==> src/rtl/adder_driver.sv <==
// adder_driver: sequences one operand pair through an instrumented adder.
// A command loads drv_a/drv_b, pulses drv_clear, lets the adder settle,
// enables the chain for a fixed window, then captures the sum and the chain
// count and returns them on a ready/valid response.
// Optional build macro: ADDER_DRIVER_CHECK_EN registers the expected sum at
// accept and flags rsp_err when the captured adder_sum disagrees with it.
module adder_driver #(
   parameter int unsigned WIDTH         = 32,
   parameter int unsigned SETTLE_CYCLES = 4,
   parameter int unsigned RUN_CYCLES    = 16
) (
   input  logic             wb_clk_i,
   input  logic             wb_rst_n,
   input  logic             active,
   input  logic             cmd_valid,
   output logic             cmd_ready,
   input  logic [WIDTH-1:0] cmd_a,
   input  logic [WIDTH-1:0] cmd_b,
   output logic [WIDTH-1:0] drv_a,
   output logic [WIDTH-1:0] drv_b,
   output logic             drv_clear,
   output logic             drv_run,
   input  logic [WIDTH-1:0] adder_sum,
   input  logic [WIDTH-1:0] chain_count,
   output logic             rsp_valid,
   input  logic             rsp_ready,
   output logic [WIDTH-1:0] rsp_sum,
   output logic [WIDTH-1:0] rsp_count,
   output logic             rsp_err
);

   localparam logic [2:0] ST_IDLE    = 3'd0;
   localparam logic [2:0] ST_LOAD    = 3'd1;
   localparam logic [2:0] ST_SETTLE  = 3'd2;
   localparam logic [2:0] ST_RUN     = 3'd3;
   localparam logic [2:0] ST_CAPTURE = 3'd4;
   localparam logic [2:0] ST_RESP    = 3'd5;

   // The counter is preloaded with N-1 so a state lasts exactly N cycles.
   localparam logic [7:0] SETTLE_LOAD = 8'(SETTLE_CYCLES - 1);
   localparam logic [7:0] RUN_LOAD    = 8'(RUN_CYCLES - 1);

   logic [2:0] state;
   logic [7:0] cnt;
   logic       run_q;
   logic       accept;
   logic       capture;

   // cmd_ready is gated by reset so it reads 0 while reset is held.
   assign cmd_ready = active && wb_rst_n && (state == ST_IDLE);
   assign accept    = cmd_valid && cmd_ready;
   assign capture   = active && (state == ST_CAPTURE);
   assign drv_clear = (state == ST_LOAD);
   assign drv_run   = run_q && active;
   assign rsp_valid = (state == ST_RESP);

   // Control FSM: dropping active aborts from any state back to IDLE.
   always_ff @(posedge wb_clk_i or negedge wb_rst_n) begin
      if (!wb_rst_n) begin
         state <= ST_IDLE;
         cnt   <= '0;
         run_q <= 1'b0;
      end else if (!active) begin
         state <= ST_IDLE;
         cnt   <= '0;
         run_q <= 1'b0;
      end else begin
         case (state)
            ST_IDLE: begin
               if (accept) state <= ST_LOAD;
            end
            ST_LOAD: begin
               state <= ST_SETTLE;
               cnt   <= SETTLE_LOAD;
            end
            ST_SETTLE: begin
               if (cnt == 8'd0) begin
                  state <= ST_RUN;
                  cnt   <= RUN_LOAD;
                  run_q <= 1'b1;
               end else begin
                  cnt <= cnt - 8'd1;
               end
            end
            ST_RUN: begin
               if (cnt == 8'd0) begin
                  state <= ST_CAPTURE;
                  run_q <= 1'b0;
               end else begin
                  cnt <= cnt - 8'd1;
               end
            end
            ST_CAPTURE: begin
               state <= ST_RESP;
            end
            ST_RESP: begin
               if (rsp_ready) state <= ST_IDLE;
            end
            default: begin
               state <= ST_IDLE;
               cnt   <= '0;
               run_q <= 1'b0;
            end
         endcase
      end
   end

   // Operand and result registers: loaded only on accept / non-aborted capture.
   always_ff @(posedge wb_clk_i or negedge wb_rst_n) begin
      if (!wb_rst_n) begin
         drv_a     <= '0;
         drv_b     <= '0;
         rsp_sum   <= '0;
         rsp_count <= '0;
      end else begin
         if (accept) begin
            drv_a <= cmd_a;
            drv_b <= cmd_b;
         end
         if (capture) begin
            rsp_sum   <= adder_sum;
            rsp_count <= chain_count;
         end
      end
   end

`ifdef ADDER_DRIVER_CHECK_EN
   logic [WIDTH-1:0] exp_sum;

   // Expected sum is taken at accept (carry dropped) and compared at capture.
   always_ff @(posedge wb_clk_i or negedge wb_rst_n) begin
      if (!wb_rst_n) begin
         exp_sum <= '0;
         rsp_err <= 1'b0;
      end else begin
         if (accept)  exp_sum <= cmd_a + cmd_b;
         if (capture) rsp_err <= (adder_sum != exp_sum);
      end
   end
`else
   assign rsp_err = 1'b0;
`endif

endmodule

==> config.mk <==
export PLATFORM = sky130hd
export DESIGN_NAME = adder_driver
export DESIGN_NICKNAME = d
export VERILOG_FILES = /design/src/rtl/adder_driver.sv
export SDC_FILE = /design/constraint.sdc
export NUM_CORES = 1
export LEC_CHECK = 0
export CAP_MARGIN = 40
export CORE_ASPECT_RATIO = 1.75
export CORE_MARGIN = 4
export CORE_UTILIZATION = 44
export CTS_BUF_LIST = sky130_fd_sc_hd__clkbuf_16
export DETAILED_ROUTE_END_ITERATION = 10
export PLACE_DENSITY = 0.86
export REMOVE_ABC_BUFFERS = 1
export SYNTH_ARGS = -nofsm -noshare
export SYNTH_HDL_FRONTEND = slang
export SYNTH_SLANG_ARGS = --single-unit
==> constraint.sdc <==
create_clock -name wb_clk_i -period 4.4 [get_ports wb_clk_i]
set_input_delay 0.88 -clock wb_clk_i [delete_from_list [all_inputs] [get_ports wb_clk_i]]
set_output_delay 0.88 -clock wb_clk_i [all_outputs]
set_load 0.005 [all_outputs]
==> results.cfg <==
[status]
outcome = complete, no violations

[clock_network]
path_clk_slew_ns = 0.06
cts-htree-levels = 4
clock-root-buffer = clkbuf_16
cts_tree = built
clk_path_buf_depth = 2
cts.repair.resized = 0
clock_latency_ns = 0.40
cts_sinks = 140
ctsHoldBuffers = 0
cts_inserted_buffers = 17
postCtsSetupRepairBufs = 0

[pwr]
power.density_nw_per_um2 = 514
p_sw_frac = 0.258
peakVddDrop_v = 0.000292
p_leak_nw = 3.85
sequentialPowerShare = 0.392
internal_power_mw = 3.42
clock_power_share = 0.311
combPwrFrac = 0.297
p_switching_mw = 1.19

[grt]
grt_use_total = 0.224
grt_start_max_net_pins = 71
grt_antenna_before_repair = 0
overflow = 0
grt_pass1_vias = 4503
grt_pass1_wl_mm = 24.7

[synthesis]
synth_warnings = 0
synth_edf_count = 0
postSynthAreaPerCell_um2 = 15.0
yosys.cell_types.count = 41
async_reset_ff_frac = 1.00
ys_seq_area_frac = 0.632
synth_flop_cell = dfrtp_1
synthCells = 369
syn_area_um2 = 5540
synth_seq_cells = 140

[critical_path]
cp_slowest_cell = clkdlybuf4s50_1
timing.critical_path.mode_cell = clkdlybuf4s50_1
r2r_start = cnt[0]$_DFFE_PN0P_
cp-end-kind = output pin
crit_chain = clkdlybuf4s50_1, nand2b_2, nor4b_1, clkdlybuf4s50_1
crit_type = input pin to output pin
cp.required_ns = 3.52
critPathArrivalTime_ns = 2.66
slowest_delay_ns = 0.67
worstSetupStartpoint = active
critPathLaunchType = input pin
cp_max_fo = 9
regToRegSetupSlack_ns = 2.08

[cells_and_area]
final_common_cell = clkdlybuf4s50_1
syn_to_final_growth_pct = 62.0
layout.nets = 773
final_cell_mix = 263 x clkdlybuf4s50_1, 140 x dfrtp_1, 124 x mux2_2
layout-drive-gt1-share = 0.255
finalNonFillerCells = 820
num_antenna_cells = 0
fin_util = 0.722

[sta]
setup_tns_ns = 0
hold_slack_ns = 0.488
setup_ws_ns = 0.861
relSlewSlack = 0.425
fmaxAchievable_ghz = 0.283
min_period_ns = 3.54
finalCritPeriodShare = 0.804
rsz0062_at_grt = false
maxSlewViolCount = 0
setup_violations = 0
skew_ns = 0.00892
worst_pin_slew_ns = 0.862
hold_viol = 0

[detailed_routing]
wl_per_cell_um = 19.7
drc = 0
drt_iter0_drc = 141
vias_per_cell = 5.07
dr.pass1.iters = 4
wirelength_mm = 16.2
detail-route-antenna-nets = 0
routed-via-count = 4161

[min_path]
hold_start = drv_a[16]$_DFFE_PN0P_
hold_path.class = register to register

[die]
start_util = 0.446
rows = 54
die_area_um2 = 14500
core_area_um2 = 12400
pin_count = 266
die_h_um = 156
die_x_um = 92.8

[placed_design]
routabilityCongestion = 0.894
dp_worst_setup_slack_ns = 0.905
dp.cells = 788
dp_hpwl_mm = 12.1
io_buffers = 264

[flow_run]
cap_violations = 0
==> synthesized netlist by cell type (4+ instances only) <==
cell type	count	share of area
inv_1	8	0.0054
nand3_1	4	0.0036
buf_2	15	0.014
nand2_1	8	0.0054
nor2b_1	4	0.0045
dfrtp_1	140	0.63
a21oi_1	8	0.0072
mux2_1	4	0.0081
nor2_1	6	0.0041
mux2_2	124	0.25
o21ai_0	5	0.0045
==> layer usage <==
layer	up-vias	global-route usage	part of all wire
met4	0	0.0929	0.029
li1	1873	-	-
met2	180	0.428	0.58
met3	37	0.0616	0.061
met5	-	0	0
met1	2071	0.222	0.33
==> kinds of logic (layout without fill, tap and decap cells) <==
kind of cell,after synthesis,after routing,synth area share
buffers and inverters,27,310,0.0224
DFF,140,140,0.632
adders and majority gates,1,1,0.00226
AOI/OAI and AO/OA,28,28,0.0330
and+or+nand+nor,43,43,0.0477
other,1,1,0.000677
muxes,128,128,0.260
xor gates and xnor gates,1,1,0.00158
==> state kept, by name, indices dropped and copies added (netlist names) <==
name	count
rsp_sum	32
drv_b	32
state	3
cnt	8
run_q	1
drv_a	32
rsp_count	32
==> path summary, 6_finish.rpt <==
check / to / cells past startpoint
min reg2reg: drv_a[16]$_DFFE_PN0P_ / 1
max in group asynchronous: cnt[6]$_DFFE_PN0P_ / 4
max reg2reg: cnt[3]$_DFFE_PN0P_ / 6
max: cmd_ready / 4
min in group asynchronous: rsp_count[20]$_DFFE_PN0P_ / 2
min: drv_a[16]$_DFFE_PN0P_ / 1
==> layout make-up <==
| cell class | instances | area, um2 |
|---|---|---|
| Tap cell | 168 | 210 |
| Clock inverter | 15 | 174 |
| Clock buffer | 17 | 425 |
| Inverter | 8 | 30.0 |
| Fill cell | 877 | 3460 |
| Timing Repair Buffer | 270 | 2710 |
| Sequential cell | 140 | 3500 |
| Multi-Input combinational cell | 202 | 1920 |
==> worst max-delay path, delay by kind of cell <==
kind	cells	cell delay, ns
and+or+nand+nor	2	0.52
buffers and inverters	2	1.25
==> power groups by stage <==
stage / Clock (mW) / Combinational, mW / Sequential (mW)
floorplan: 0 / 0.430 / 1.83
global placement: 0 / 1.34 / 1.80
detailed placement: 0 / 1.37 / 1.83
CTS: 1.47 / 1.38 / 1.81
global route: 1.52 / 1.46 / 1.86
finish: 1.44 / 1.37 / 1.81
==> per-stage QoR <==
| stage | cell area [um2] | power [mW] |
|---|---|---|
| finish | 8970 | 4.61 |
| global route | 8970 | 4.84 |
| CTS | 8970 | 4.66 |
| detailed placement | 8380 | 3.20 |
| global placement | 8360 | 3.14 |
| floorplan | 5450 | 2.26 |
No activity file was read; power rests on OpenSTA's default activity.
